**config.mk**
```make
export PLATFORM = sky130hd
export DESIGN_NAME = aes_key_schedule_stream
export DESIGN_NICKNAME = d
export VERILOG_FILES = /design/src/rtl/aes_key_schedule_stream.sv
export SDC_FILE = /design/constraint.sdc
export NUM_CORES = 2
export LEC_CHECK = 0
export CAP_MARGIN = 0
export CELL_PAD_IN_SITES_DETAIL_PLACEMENT = 0
export CELL_PAD_IN_SITES_GLOBAL_PLACEMENT = 2
export CORE_MARGIN = 2
export CORE_UTILIZATION = 48
export CTS_BUF_LIST = sky130_fd_sc_hd__clkbuf_2 sky130_fd_sc_hd__clkbuf_4 sky130_fd_sc_hd__clkbuf_8
export DETAILED_ROUTE_END_ITERATION = 12
export PLACE_DENSITY = 0.86
export SYNTH_ARGS = -nofsm -noshare
export SYNTH_HDL_FRONTEND = slang
export SYNTH_SLANG_ARGS = --single-unit
```
**constraint.sdc**
```tcl
create_clock -name clk -period 9.38 [get_ports clk]
set_input_delay 0.938 -clock clk [delete_from_list [all_inputs] [get_ports clk]]
set_output_delay 0.938 -clock clk [all_outputs]
set_load 0.02 [all_outputs]
```
**src/rtl/aes_key_schedule_stream.sv**
```systemverilog
// AES-128/192/256 key expansion into an internal word buffer, then round keys are streamed
// over valid/ready in forward or reverse order. The ready flag rises Nw-nk cycles after start.

module aes_sbox (
  input  logic [7:0] a,
  output logic [7:0] y
);
  localparam logic [2047:0] SBOX = {
    128'h637c777bf26b6fc53001672bfed7ab76, 128'hca82c97dfa5947f0add4a2af9ca472c0,
    128'hb7fd9326363ff7cc34a5e5f171d83115, 128'h04c723c31896059a071280e2eb27b275,
    128'h09832c1a1b6e5aa0523bd6b329e32f84, 128'h53d100ed20fcb15b6acbbe394a4c58cf,
    128'hd0efaafb434d338545f9027f503c9fa8, 128'h51a3408f929d38f5bcb6da2110fff3d2,
    128'hcd0c13ec5f974417c4a77e3d645d1973, 128'h60814fdc222a908846eeb814de5e0bdb,
    128'he0323a0a4906245cc2d3ac629195e479, 128'he7c8376d8dd54ea96c56f4ea657aae08,
    128'hba78252e1ca6b4c6e8dd741f4bbd8b8a, 128'h703eb5664803f60e613557b986c11d9e,
    128'he1f8981169d98e949b1e87e9ce5528df, 128'h8ca1890dbfe6426841992d0fb054bb16
  };
  logic [10:0] base;

  // Entry 0 sits in the most significant byte of the table.
  assign base = 11'd2047 - {a, 3'b000};
  assign y    = SBOX[base -: 8];
endmodule

module aes_key_schedule_stream #(
  parameter int MAX_NK = 8
) (
  input  logic                  clk,
  input  logic                  reset,
  input  logic                  start,
  input  logic [32*MAX_NK-1:0]  key,
  input  logic [3:0]            nk,
  output logic                  busy,
  output logic                  ready,
  output logic                  err,
  input  logic                  rk_rewind,
  input  logic                  rk_dec,
  output logic                  rk_valid,
  input  logic                  rk_ready,
  output logic [127:0]          rk_data,
  output logic [3:0]            rk_index,
  output logic                  rk_last
);
  localparam int DEPTH = 4 * (MAX_NK + 7);
  localparam int AW    = $clog2(DEPTH);

  localparam logic [1:0] S_IDLE   = 2'd0;
  localparam logic [1:0] S_EXPAND = 2'd1;
  localparam logic [1:0] S_READY  = 2'd2;

  logic [1:0]            state;
  logic [31:0]           wbuf [DEPTH];
  logic [3:0]            nk_r;
  logic [3:0]            nr;
  logic [AW-1:0]         wi;
  logic [AW-1:0]         nw_m1;
  logic [3:0]            mcnt;
  logic [7:0]            rcon;
  logic [3:0]            ptr;
  logic                  dir;
  logic                  err_r;
  logic                  legal;
  logic                  load;
  logic [32*MAX_NK-1:0]  key_al;
  logic [31:0]           prev;
  logic [31:0]           sub_in;
  logic [31:0]           sub_out;
  logic [31:0]           temp;
  logic [31:0]           w_new;
  logic [AW-1:0]         rb;
  logic                  xfer;
  logic                  at_last;

  assign legal  = (nk == 4'd4 || nk == 4'd6 || nk == 4'd8) && (int'(nk) <= MAX_NK);
  assign load   = start && (state != S_EXPAND) && legal;
  assign key_al = key << (32 * (MAX_NK - int'(nk)));
  assign nr     = nk_r + 4'd6;
  assign nw_m1  = AW'({nk_r, 2'b00}) + AW'(27);

  assign prev   = wbuf[wi - AW'(1)];
  assign sub_in = (mcnt == 4'd0) ? {prev[23:0], prev[31:24]} : prev;

  for (genvar b = 0; b < 4; b++) begin : g_sbox
    aes_sbox u_sbox (.a(sub_in[8*b +: 8]), .y(sub_out[8*b +: 8]));
  end

  always_comb begin
    temp = prev;
    if (mcnt == 4'd0)
      temp = sub_out ^ {rcon, 24'h0};
    else if (nk_r == 4'd8 && mcnt == 4'd4)
      temp = sub_out;
  end

  assign w_new = wbuf[wi - AW'(nk_r)] ^ temp;

  // Buffer carries no reset; every word is rewritten before it is read.
  always_ff @(posedge clk) begin
    if (load) begin
      for (int j = 0; j < MAX_NK; j++)
        wbuf[j] <= key_al[32*(MAX_NK-j)-1 -: 32];
    end else if (state == S_EXPAND) begin
      wbuf[wi] <= w_new;
    end
  end

  assign xfer    = (state == S_READY) && rk_ready;
  assign at_last = dir ? (ptr == 4'd0) : (ptr == nr);

  always_ff @(posedge clk or posedge reset) begin
    if (reset) begin
      state <= S_IDLE;
      err_r <= 1'b0;
      nk_r  <= 4'd4;
      wi    <= '0;
      mcnt  <= '0;
      rcon  <= 8'h01;
      ptr   <= '0;
      dir   <= 1'b0;
    end else if (state == S_EXPAND) begin
      wi   <= wi + AW'(1);
      mcnt <= (mcnt == nk_r - 4'd1) ? 4'd0 : mcnt + 4'd1;
      if (mcnt == 4'd0)
        rcon <= {rcon[6:0], 1'b0} ^ (rcon[7] ? 8'h1b : 8'h00);
      if (wi == nw_m1) begin
        state <= S_READY;
        ptr   <= '0;
        dir   <= 1'b0;
      end
    end else if (start) begin
      if (legal) begin
        state <= S_EXPAND;
        err_r <= 1'b0;
        nk_r  <= nk;
        wi    <= AW'(nk);
        mcnt  <= '0;
        rcon  <= 8'h01;
      end else begin
        state <= S_IDLE;
        err_r <= 1'b1;
      end
    end else if (state == S_READY) begin
      // A rewind wins over a transfer in the same cycle.
      if (rk_rewind) begin
        ptr <= rk_dec ? nr : 4'd0;
        dir <= rk_dec;
      end else if (xfer) begin
        if (at_last)
          ptr <= dir ? nr : 4'd0;
        else
          ptr <= dir ? ptr - 4'd1 : ptr + 4'd1;
      end
    end
  end

  assign rb       = AW'({ptr, 2'b00});
  assign busy     = (state == S_EXPAND);
  assign ready    = (state == S_READY);
  assign err      = err_r;
  assign rk_valid = ready;
  assign rk_index = ready ? ptr : 4'd0;
  assign rk_last  = ready && at_last;
  assign rk_data  = ready ? {wbuf[rb], wbuf[rb + AW'(1)], wbuf[rb + AW'(2)], wbuf[rb + AW'(3)]}
                          : 128'h0;
endmodule

```
==> run_results.csv <==
group,metric,value,unit
run_status,status,"finished with violations",
run_status,violations,"capacitance limit, slew limit",
timing,setup_tns,0,ns
critical_path,reg2reg_from,"wi[0]$_DFFE_PP0P_",
placement,portBuffers,402,
global_route,grt_pass1_vias,107239,
timing,hold_viol,0,
cells_and_area,fillers,22967,
critical_path,critPathTopFamily,"compound AO/OA/AOI/OAI gates",
timing,tightest_slew,1.57,ns
cells_and_area,drive_gt1_share,31.4,%
critical_path,crit_path_max_incr_delay,0.96,ns
routing,via_per_inst,8.10,
critical_path,worstPathBufferInverterCount,6,
die,fp-row-count,196,
routing,wl_per_cell,47.8,um
routing,vias,111702,
timing,fin_skew,0.111,ns
routing,drc,0,
timing,period_minus_slack,8.87,ns
clocking,clock-root-buffer,"clkbuf_8",
synth,ys_types,122,
synth,syn_area,138000,sq um
routing,totalWireLength,660,mm
die,die_h,539,um
cells_and_area,nets,10096,
routing,postRouteAntennaNets,0,
cells_and_area,layout_commonest_cell,"edfxtp_1",
placement,place_inst,13181,
global_route,grt_use_total,44.6,%
cells_and_area,final_cell_mix,"2048 x edfxtp_1, 1792 x mux4_2, 515 x mux2i_1",
cells_and_area,areaGrowthSynthToFinish,11.9,%
synth,ys_async_sr_fraction,1.44,%
clocking,hold_buffers,0,
placement,dp_hpwl,444,mm
timing,rsz0062_at_grt,"false",
synth,syn-num-nets,9839,
clocking,h-tree-depth,5,
critical_path,cp-startpoint,"wi[0]$_DFFE_PP0P_",
die,ios,403,
timing,hold_ws,0.379,ns
synth,synth_edf_count,2048,
timing,slew_headroom,-7.47,%
die,core,285000,sq um
placement,globalplace.congestion,1.11,
clocking,path_clk_slew,0.07,ns
timing,fmax,0.113,GHz
synth,netlist_instances,9498,
run,drv_cap,2,
critical_path,arrival,9.55,ns
clocking,cts_tree,"built",
clocking,cts_buffers,334,
die,die_area,291000,sq um
critical_path,critPathCaptureType,"flip-flop",
routing,dr.pass1.iters,12,
cells_and_area,regArea,62300,sq um
routing,drt_iter0_drc,20871,
cells_and_area,multiInputGateArea,71200,sq um
critical_path,worstSetupPathType,"reg2reg",
critical_path,start_kind,"flip-flop",
critical_path,cp.required,10.06,ns
global_route,grt_max_degree,180,
synth,synth_flop_cell,"edfxtp_1",
cells_and_area,instances_no_fill,13794,
clocking,clk_path_buf_depth,4,
synth,ys_warn_count,0,
placement,pre_cts_ws,0.851,ns
synth,ys_seq_area_share,45.3,%
critical_path,path_cells,"inv_2 -> ha_4 -> xor2_4 -> buf_4 -> mux2i_1 -> a32o_1 -> o211ai_2 -> and2_1 -> inv_2 -> ha_1 -> o21ai_0 -> buf_4 -> a31oi_1 -> nor2_1 -> o41ai_2 -> a21oi_1 -> a2111oi_2 -> o2111ai_2 -> inv_1 -> buf_4",
synth,ys_ff_latch,2078,
synth,syn_area_per_cell,14.5,sq um
die,start_util,48.3,%
timing,final.setup.worst_slack,0.511,ns
global_route,antenna_found_initial,34,
critical_path,critPathSlowestCell,"mux2i_1",
clocking,post_cts_buffers,0,
critical_path,worstPathMaxFanout,56,
worst_hold_path,hold_class,"in2async",
clocking,cts_resized,0,
clocking,numClockSinks,2078,
global_route,grt_pass1_wl,901,mm
timing,post-route-period-util,94.6,%
timing,slew_violations,5,
timing,setup_viol,0,
global_route,grt_overflow,0,
die,die_w,539,um
critical_path,crit_top_cell,"buf_4",
clocking,clock_latency,1.06,ns
==> path summary, 6_finish.rpt <==
check / slack, ns / depth (start not counted) / endpoint
min: 0.38 / 3 / ptr[3]$_DFFE_PP0P_
max: 0.51 / 20 / wbuf[21][30]$_DFFE_PP_
max reg2reg: 0.51 / 20 / wbuf[21][30]$_DFFE_PP_
min reg2reg: 0.57 / 2 / rcon[4]$_DFFE_PP0P_
max in group asynchronous: 8.51 / 3 / wi[0]$_DFFE_PP0P_
min in group clk: 0.57 / 2 / rcon[4]$_DFFE_PP0P_
==> worst reg2reg max path: stages (launching register included) <==
cell	delay (ns)
dfrtp_4	0.60
inv_2	0.15
ha_4	0.25
xor2_4	0.82
buf_4	0.42
mux2i_1	0.97
a32o_1	0.28
o211ai_2	0.29
and2_1	0.32
inv_2	0.31
ha_1	0.50
o21ai_0	0.39
buf_4	0.27
a31oi_1	0.58
nor2_1	0.16
o41ai_2	0.57
a21oi_1	0.15
a2111oi_2	0.41
o2111ai_2	0.40
inv_1	0.15
buf_4	0.45
==> cells in the mapped netlist (all sizes together) (49+ instances only) <==
library cell	instances	area share [%]
o21ai	416	1.5
nand2	529	1.5
a21oi	371	1.4
mux2i	522	3.8
xnor2	54	0.42
ha	73	0.66
o221ai	119	0.76
o22ai	143	0.65
o211ai	123	0.72
buf	473	1.9
nor3	128	0.49
a211oi	79	0.45
edfxtp	2048	45
nor2	566	1.6
and2	131	0.60
mux2	74	0.61
clkbuf	507	1.4
mux4	1792	29
nand3	244	0.89
o31ai	49	0.29
inv	115	0.32
a31oi	85	0.39
o311ai	99	0.63
==> through the flow <==
step           util [%]  area, sq um
2_1_floorplan         -       138000
3_3_place_gp       51.6       147000
3_5_place_dp       51.6       147000
4_1_cts            54.0       154000
5_1_grt            54.0       154000
6_report           54.0       154000
==> cell type report <==
| class | count | share of cell area, % |
|---|---|---|
| Inverter | 117 | 0.293 |
| Tap cell | 3762 | 3.06 |
| Multi-Input combinational cell | 6323 | 46.2 |
| Timing Repair Buffer | 901 | 5.43 |
| Clock buffer | 425 | 3.47 |
| Antenna cell | 23 | 0.0374 |
| Clock inverter | 165 | 1.02 |
| Sequential cell | 2078 | 40.4 |
==> state kept, by name, indices dropped and copies added, names as in the netlist <==
| register | cells |
|---|---|
| ptr | 4 |
| wbuf | 2048 |
| err | 1 |
| state | 2 |
| rcon | 8 |
| dir | 1 |
| nk_r | 4 |
| mcnt | 4 |
| wi | 6 |
==> cell families (layout without fill, tap and decap cells) <==
| family | after synthesis | after routing | share of synthesized area, % |
|---|---|---|---|
| adder cells (fa/ha/maj) | 75 | 75 | 0.693 |
| other | 0 | 23 | 0 |
| multiplexers | 2388 | 2388 | 33.8 |
| XOR/XNOR | 81 | 81 | 0.650 |
| flip-flops | 2078 | 2078 | 45.3 |
| AO/OA/AOI/OAI | 1968 | 1968 | 9.98 |
| buffers and inverters | 1097 | 1608 | 3.59 |
| AND/OR/NAND/NOR | 1811 | 1811 | 6.06 |
==> metal layers <==
metal / global-route usage, % / vias up / wire [um]
met5: 0.0329 / - / 132
met4: 39.0 / 20 / 74200
met2: 65.8 / 11849 / 286000
met3: 15.1 / 2805 / 94200
li1: - / 40746 / -
met1: 52.3 / 56282 / 205000
Power is left out: the tool's default activity adds up to more than one toggle a clock period on the data nets, which glitch-free logic cannot reach.
